### src/rtl/sweep_pkg.sv
// Shared definitions for the exhaustive vector sweep controller:
// FSM state encoding and the MISR polynomial/seed.
package sweep_pkg;

    typedef enum logic [2:0] {
        IDLE,
        APPLY,
        WAIT,
        CAPTURE,
        EMIT,
        FIN
    } sweep_state_t;

    localparam logic [15:0] MISR_POLY = 16'h1021;
    localparam logic [15:0] MISR_SEED = 16'hFFFF;

endpackage

### src/rtl/sweep_misr16.sv
// 16-bit multiple-input signature register that compacts every accepted
// record into a single signature word.
module sweep_misr16
    import sweep_pkg::*;
(
    input  logic        CK,
    input  logic        reset,
    input  logic        seed_load,
    input  logic        en,
    input  logic [15:0] din,
    output logic [15:0] sig
);

    // Seeding wins over a same-cycle update so each sweep starts from a known word.
    always_ff @(posedge CK) begin
        if (reset) begin
            sig <= 16'h0000;
        end else if (seed_load) begin
            sig <= MISR_SEED;
        end else if (en) begin
            sig <= {sig[14:0], 1'b0} ^ (sig[15] ? MISR_POLY : 16'h0000) ^ din;
        end
    end

endmodule

### src/rtl/vector_sweep_ctrl.sv
// Walks every input vector through an external DUT, waits for it to settle,
// captures the response and offers a {vector, response} record to a logger.
module vector_sweep_ctrl
    import sweep_pkg::*;
#(
    parameter int N_IN   = 3,
    parameter int OUT_W  = 1,
    parameter int SETTLE = 1
) (
    input  logic              CK,
    input  logic              reset,
    input  logic              start,
    output logic [N_IN-1:0]   dut_in,
    input  logic [OUT_W-1:0]  dut_out,
    output logic              rec_valid,
    input  logic              rec_ready,
    output logic [N_IN-1:0]   rec_vec,
    output logic [OUT_W-1:0]  rec_resp,
    output logic              busy,
    output logic              done,
    output logic [15:0]       signature
);

    if (N_IN + OUT_W > 16 || N_IN < 1 || N_IN > 16 || OUT_W < 1 || OUT_W > 8
        || SETTLE < 1 || SETTLE > 15) begin : g_param_check
        $error("vector_sweep_ctrl: illegal N_IN/OUT_W/SETTLE combination");
    end

    localparam logic [3:0] SETTLE_LAST = 4'(SETTLE - 1);

    sweep_state_t    state, state_nxt;
    logic [N_IN-1:0] counter;
    logic [3:0]      settle_cnt;
    logic            handshake;
    logic            last_vec;
    logic [15:0]     misr_din;

    assign handshake = (state == EMIT) && rec_ready;
    assign last_vec  = &counter;

    always_ff @(posedge CK) begin
        if (reset) begin
            state <= IDLE;
        end else begin
            state <= state_nxt;
        end
    end

    always_comb begin
        state_nxt = state;
        busy      = 1'b1;
        done      = 1'b0;
        rec_valid = 1'b0;
        dut_in    = counter;
        case (state)
            IDLE: begin
                busy   = 1'b0;
                dut_in = '0;
                if (start) begin
                    state_nxt = APPLY;
                end
            end
            APPLY: state_nxt = WAIT;
            WAIT: begin
                if (settle_cnt == SETTLE_LAST) begin
                    state_nxt = CAPTURE;
                end
            end
            CAPTURE: state_nxt = EMIT;
            EMIT: begin
                rec_valid = 1'b1;
                if (rec_ready) begin
                    state_nxt = last_vec ? FIN : APPLY;
                end
            end
            FIN: begin
                done      = 1'b1;
                dut_in    = '0;
                state_nxt = IDLE;
            end
            default: state_nxt = IDLE;
        endcase
    end

    // The counter stops on the all-ones vector instead of wrapping, so FIN sees it intact.
    always_ff @(posedge CK) begin
        if (reset) begin
            counter    <= '0;
            settle_cnt <= '0;
            rec_vec    <= '0;
            rec_resp   <= '0;
        end else begin
            if (state == IDLE && start) begin
                counter <= '0;
            end else if (handshake && !last_vec) begin
                counter <= counter + N_IN'(1);
            end
            if (state == WAIT) begin
                settle_cnt <= settle_cnt + 4'd1;
            end else begin
                settle_cnt <= '0;
            end
            if (state == CAPTURE) begin
                rec_vec  <= counter;
                rec_resp <= dut_out;
            end
        end
    end

    always_comb begin
        misr_din = '0;
        misr_din[N_IN+OUT_W-1:0] = {rec_vec, rec_resp};
    end

    sweep_misr16 u_misr (
        .CK        (CK),
        .reset     (reset),
        .seed_load (state == IDLE && start),
        .en        (handshake),
        .din       (misr_din),
        .sig       (signature)
    );

endmodule

### config.mk
export PLATFORM = sky130hd
export DESIGN_NAME = vector_sweep_ctrl
export DESIGN_NICKNAME = d
export VERILOG_FILES = /design/src/rtl/sweep_pkg.sv /design/src/rtl/sweep_misr16.sv /design/src/rtl/vector_sweep_ctrl.sv
export SDC_FILE = /design/constraint.sdc
export NUM_CORES = 1
export LEC_CHECK = 0
export CAP_MARGIN = 20
export CORE_MARGIN = 1.5
export CORE_UTILIZATION = 44
export DETAILED_ROUTE_END_ITERATION = 10
export HOLD_SLACK_MARGIN = 0.12
export PLACE_DENSITY = 0.8
export SLEW_MARGIN = 0
export SYNTH_ARGS = -nofsm -noshare
export SYNTH_HDL_FRONTEND = slang
export SYNTH_SLANG_ARGS = --single-unit
### constraint.sdc
create_clock -name CK -period 1.3 [get_ports CK]
set_input_delay 0.26 -clock CK [delete_from_list [all_inputs] [get_ports CK]]
set_output_delay 0.26 -clock CK [all_outputs]
set_load 0.01 [all_outputs]
==> flow_metrics.py <==
metrics = {
    "outcome": {
        "status": "complete, but fails checks",
        "violations": "setup timing",
    },
    "worst_setup_path": {
        "critPathMaxStageDelay_ns": 0.41,
        "worst-r2r-setup-slack_ns": -0.29,
        "cp.arrival_ns": 1.83,
        "crit_path_cell_trace": "buf_6, buf_6, nor4b_4, clkbuf_16, nor3_2, a211oi_1",
        "r2r_cells": 6,
        "peak_fanout_along_the_critical_path": 6,
        "timing_worst_setup_path_type": "register to register",
        "critical-path-top-cell-by-count": "sky130_fd_sc_hd__buf_6",
        "endpoint_kind": "register",
        "rr_startpoint": "state[0]",
        "timing.critical_path.max_delay_family": "buffers and inverters",
        "worst_ep_required_time_ns": 1.54,
        "worst_setup_path_startpoint": "state[0]",
        "critPathLaunchType": "register",
        "crit_slowest_cell": "sky130_fd_sc_hd__nor4b_4",
        "crit_buf_inv": 3,
        "critical_path_cell_count": 6,
    },
    "yosys": {
        "synth.distinct_cells": 28,
        "synth_cells": 146,
        "postSynthAreaPerCell_sq_um": 9.71,
        "synth.yosys.seq_area_share": 0.424,
        "synth_nets": 155,
        "netlist.area_leader.share": 0.424,
        "yosysTopAreaCell": "sky130_fd_sc_hd__dfxtp_1",
        "postSynthRegisterBits": 30,
        "yosys_warnings": 0,
        "synthesis.area_sq_um": 1420,
        "synth.area.top_cells": "sky130_fd_sc_hd__dfxtp_1 42%, sky130_fd_sc_hd__nor3_2 12%, sky130_fd_sc_hd__nor2_1 5.3%",
    },
    "drt": {
        "detail_route.iter0.violations": 52,
        "routed-via-count": 1270,
        "remaining_drc_errors": 0,
        "avgViaCountPerCell": 5.20,
        "ant_nets": 0,
        "drtPass1Iterations": 4,
        "wl_per_cell_microns": 14.7,
        "routed_wirelength_mm": 3.58,
    },
    "hold_path": {
        "hold_path_startpoint": "settle_cnt[0]",
        "hold_path_class": "register to register",
        "hold_depth": 1,
    },
    "timing": {
        "timing.final.hold_violations": 0,
        "post-route-period-util": 1.22,
        "relSlewSlack": 0.748,
        "finalSetupViolCount": 29,
        "rsz_0062_raised_after_global_routing": "yes",
        "fmax_mhz": 629,
        "slew_viol_final": 0,
        "fin_skew_ns": 0.0109,
        "post-route-worst-setup-slack_ns": -0.289,
        "period_needed_ns": 1.59,
        "tightestPinTransition_ns": 0.377,
    },
    "floorplan": {
        "initial_util": 0.464,
        "die_area_sq_um": 3570,
        "num_rows": 20,
        "io-pin-count": 31,
        "die_x_microns": 59.8,
        "floorplan.core_area_sq_um": 3050,
        "chipHeight_microns": 59.8,
    },
    "power": {
        "switching_part_of_the_total_power": 0.304,
        "cellPowerDensity_nw_per_um2": 1110,
        "total_switching_power_uw": 708,
        "part_of_the_power_in_registers": 0.468,
        "power.share.combinational": 0.275,
        "internal_power_mw": 1.62,
        "peakVddDrop_v": 0.000727,
        "share_clk_of_total_power": 0.257,
        "p_leak_nw": 0.937,
    },
    "clock_network": {
        "cts_buffer_depth": 2,
        "ctsHoldBuffers": 0,
        "cts_buffers": 5,
        "clock-root-buffer": "sky130_fd_sc_hd__clkbuf_4",
        "htreeDepth": 2,
        "worst_setup_hold_path_clk_slew_ns": 0.10,
        "clkLatencyLatePin_ns": 0.34,
        "cts.sinks": 30,
        "cts_tree": "built",
    },
    "final_layout": {
        "nFillCells": 231,
        "insertedDiodeCount": 0,
        "final_core_utilization": 0.687,
        "final_cells": 244,
        "layout-drive-gt1-share": 0.440,
        "area_growth_syn_to_layout_pct": 47.9,
        "design.final.nets": 208,
    },
    "grt": {
        "globalRoute.totalOverflow": 0,
        "antenna_found_initial": 0,
        "grt_util_all_layers": 0.197,
        "globalRouteMet1Util": 0.222,
        "groute.layer.met3.usage": 0.0758,
        "grt_pass1_wl_mm": 5.19,
        "global_route.usage.met2": 0.332,
        "largest_net_degree_at_the_start_of_global_routing": 25,
        "via_count_of_the_first_global_routing_pass": 1185,
        "grt_busiest_layer": "met2",
    },
    "run": {
        "max_cap_viol_count": 0,
    },
    "placed_design": {
        "dp_hpwl_mm": 2.28,
        "numPlacedInstances": 227,
        "i_o_buffers": 30,
        "global_placer_s_final_weighted_congestion": 0.889,
    },
}
[final timing paths]
check                  end
max reg2reg  u_misr.sig[5]
max          u_misr.sig[5]
min reg2reg  settle_cnt[0]
min          settle_cnt[0]
[cell families after synthesis]
kind of cell	count (synthesis)	synth area share
simple gates	67	0.319
flops	30	0.424
compound gates	16	0.0688
buf+inv	15	0.0635
xor+xnor	10	0.0618
mux	4	0.0282
fa+ha+maj	4	0.0353
[stage by stage]
step | worst slack (ns) | hold slack [ns] | total power, mW | TNS [ns] | instance area, sq um
floorplan | -0.00764 | 0.404 | 1.41 | -0.0229 | 1420
global placement | -0.385 | 0.444 | 1.65 | -7.61 | 1870
detailed placement | -0.454 | 0.457 | 1.67 | -8.60 | 1870
CTS | -0.235 | 0.477 | 2.22 | -3.51 | 1940
global route | -0.340 | 0.507 | 2.43 | -6.65 | 2100
finish | -0.289 | 0.483 | 2.33 | -5.15 | 2100
[cell type report]
class	count	area (sq um)	share of cell area
inverter	4	15.0	0.00716
tap	44	55.1	0.0263
clock inverter	1	5.00	0.00239
clock buffer	7	55.1	0.0263
sequential	30	623	0.297
multi-input combinational	101	808	0.385
timing repair buffer	57	536	0.255
[cells in the mapped netlist (all sizes together)]
cell,count
inv,4
or2,1
or3,3
nor3,28
xor2,2
nor3b,1
clkbuf,4
a211oi,6
nand3b,3
mux2i,4
xnor2,8
nand3,1
nor4b,1
buf,7
nor4,1
o21ai,4
ha,4
a21o,1
and3b,1
a21oi,5
nand4bb,1
nor2,20
nand2b,2
nor4bb,1
dfxtp,30
nor2b,3
[flip-flops by register name, summed over array words and instances (netlist names)]
register    flops
counter         3
rec_resp        1
rec_vec         3
settle_cnt      4
state           3
u_misr.sig     16
[cell usage in the layout (no fill, tap or decap), types with 2 or more instances in the layout]
master	count
sky130_fd_sc_hd__a211oi_1	5
sky130_fd_sc_hd__clkdlybuf4s50_1	4
sky130_fd_sc_hd__buf_12	4
sky130_fd_sc_hd__a21oi_1	2
sky130_fd_sc_hd__buf_4	16
sky130_fd_sc_hd__dfxtp_1	16
sky130_fd_sc_hd__nor3_1	9
sky130_fd_sc_hd__nor2b_1	3
sky130_fd_sc_hd__a21oi_2	3
sky130_fd_sc_hd__mux2i_1	4
sky130_fd_sc_hd__ha_1	4
sky130_fd_sc_hd__dlygate4sd2_1	18
sky130_fd_sc_hd__nor3_2	19
sky130_fd_sc_hd__o21ai_1	3
sky130_fd_sc_hd__xnor2_1	8
sky130_fd_sc_hd__clkbuf_4	5
sky130_fd_sc_hd__nor2_1	17
sky130_fd_sc_hd__or3_1	2
sky130_fd_sc_hd__buf_2	6
sky130_fd_sc_hd__buf_6	6
sky130_fd_sc_hd__dfxtp_2	12
sky130_fd_sc_hd__nand3b_1	3
sky130_fd_sc_hd__nor2_2	2
sky130_fd_sc_hd__inv_1	4
sky130_fd_sc_hd__dfxtp_4	2
[layer usage]
metal	up-vias	part of all wire
li1	614	-
met1	615	0.42
met2	36	0.53
met3	5	0.037
met4	0	0.010
met5	-	0
[repair_timing]
item,4_1_cts,5_1_grt
pin swaps,2,22
resized for setup,55,31
endpoints found under the setup margin,45,45
cloned,0,1
buffers inserted,4,5
[power by group through the flow]
| stage | Sequential [mW] | Combinational (mW) | Clock [mW] |
|---|---|---|---|
| global placement | 1.09 | 0.554 | 0 |
| finish | 1.09 | 0.639 | 0.599 |
| CTS | 1.08 | 0.542 | 0.605 |
| global route | 1.10 | 0.685 | 0.641 |
| detailed placement | 1.10 | 0.571 | 0 |
| floorplan | 1.11 | 0.294 | 0 |
Power figures use the tool's default switching activity.
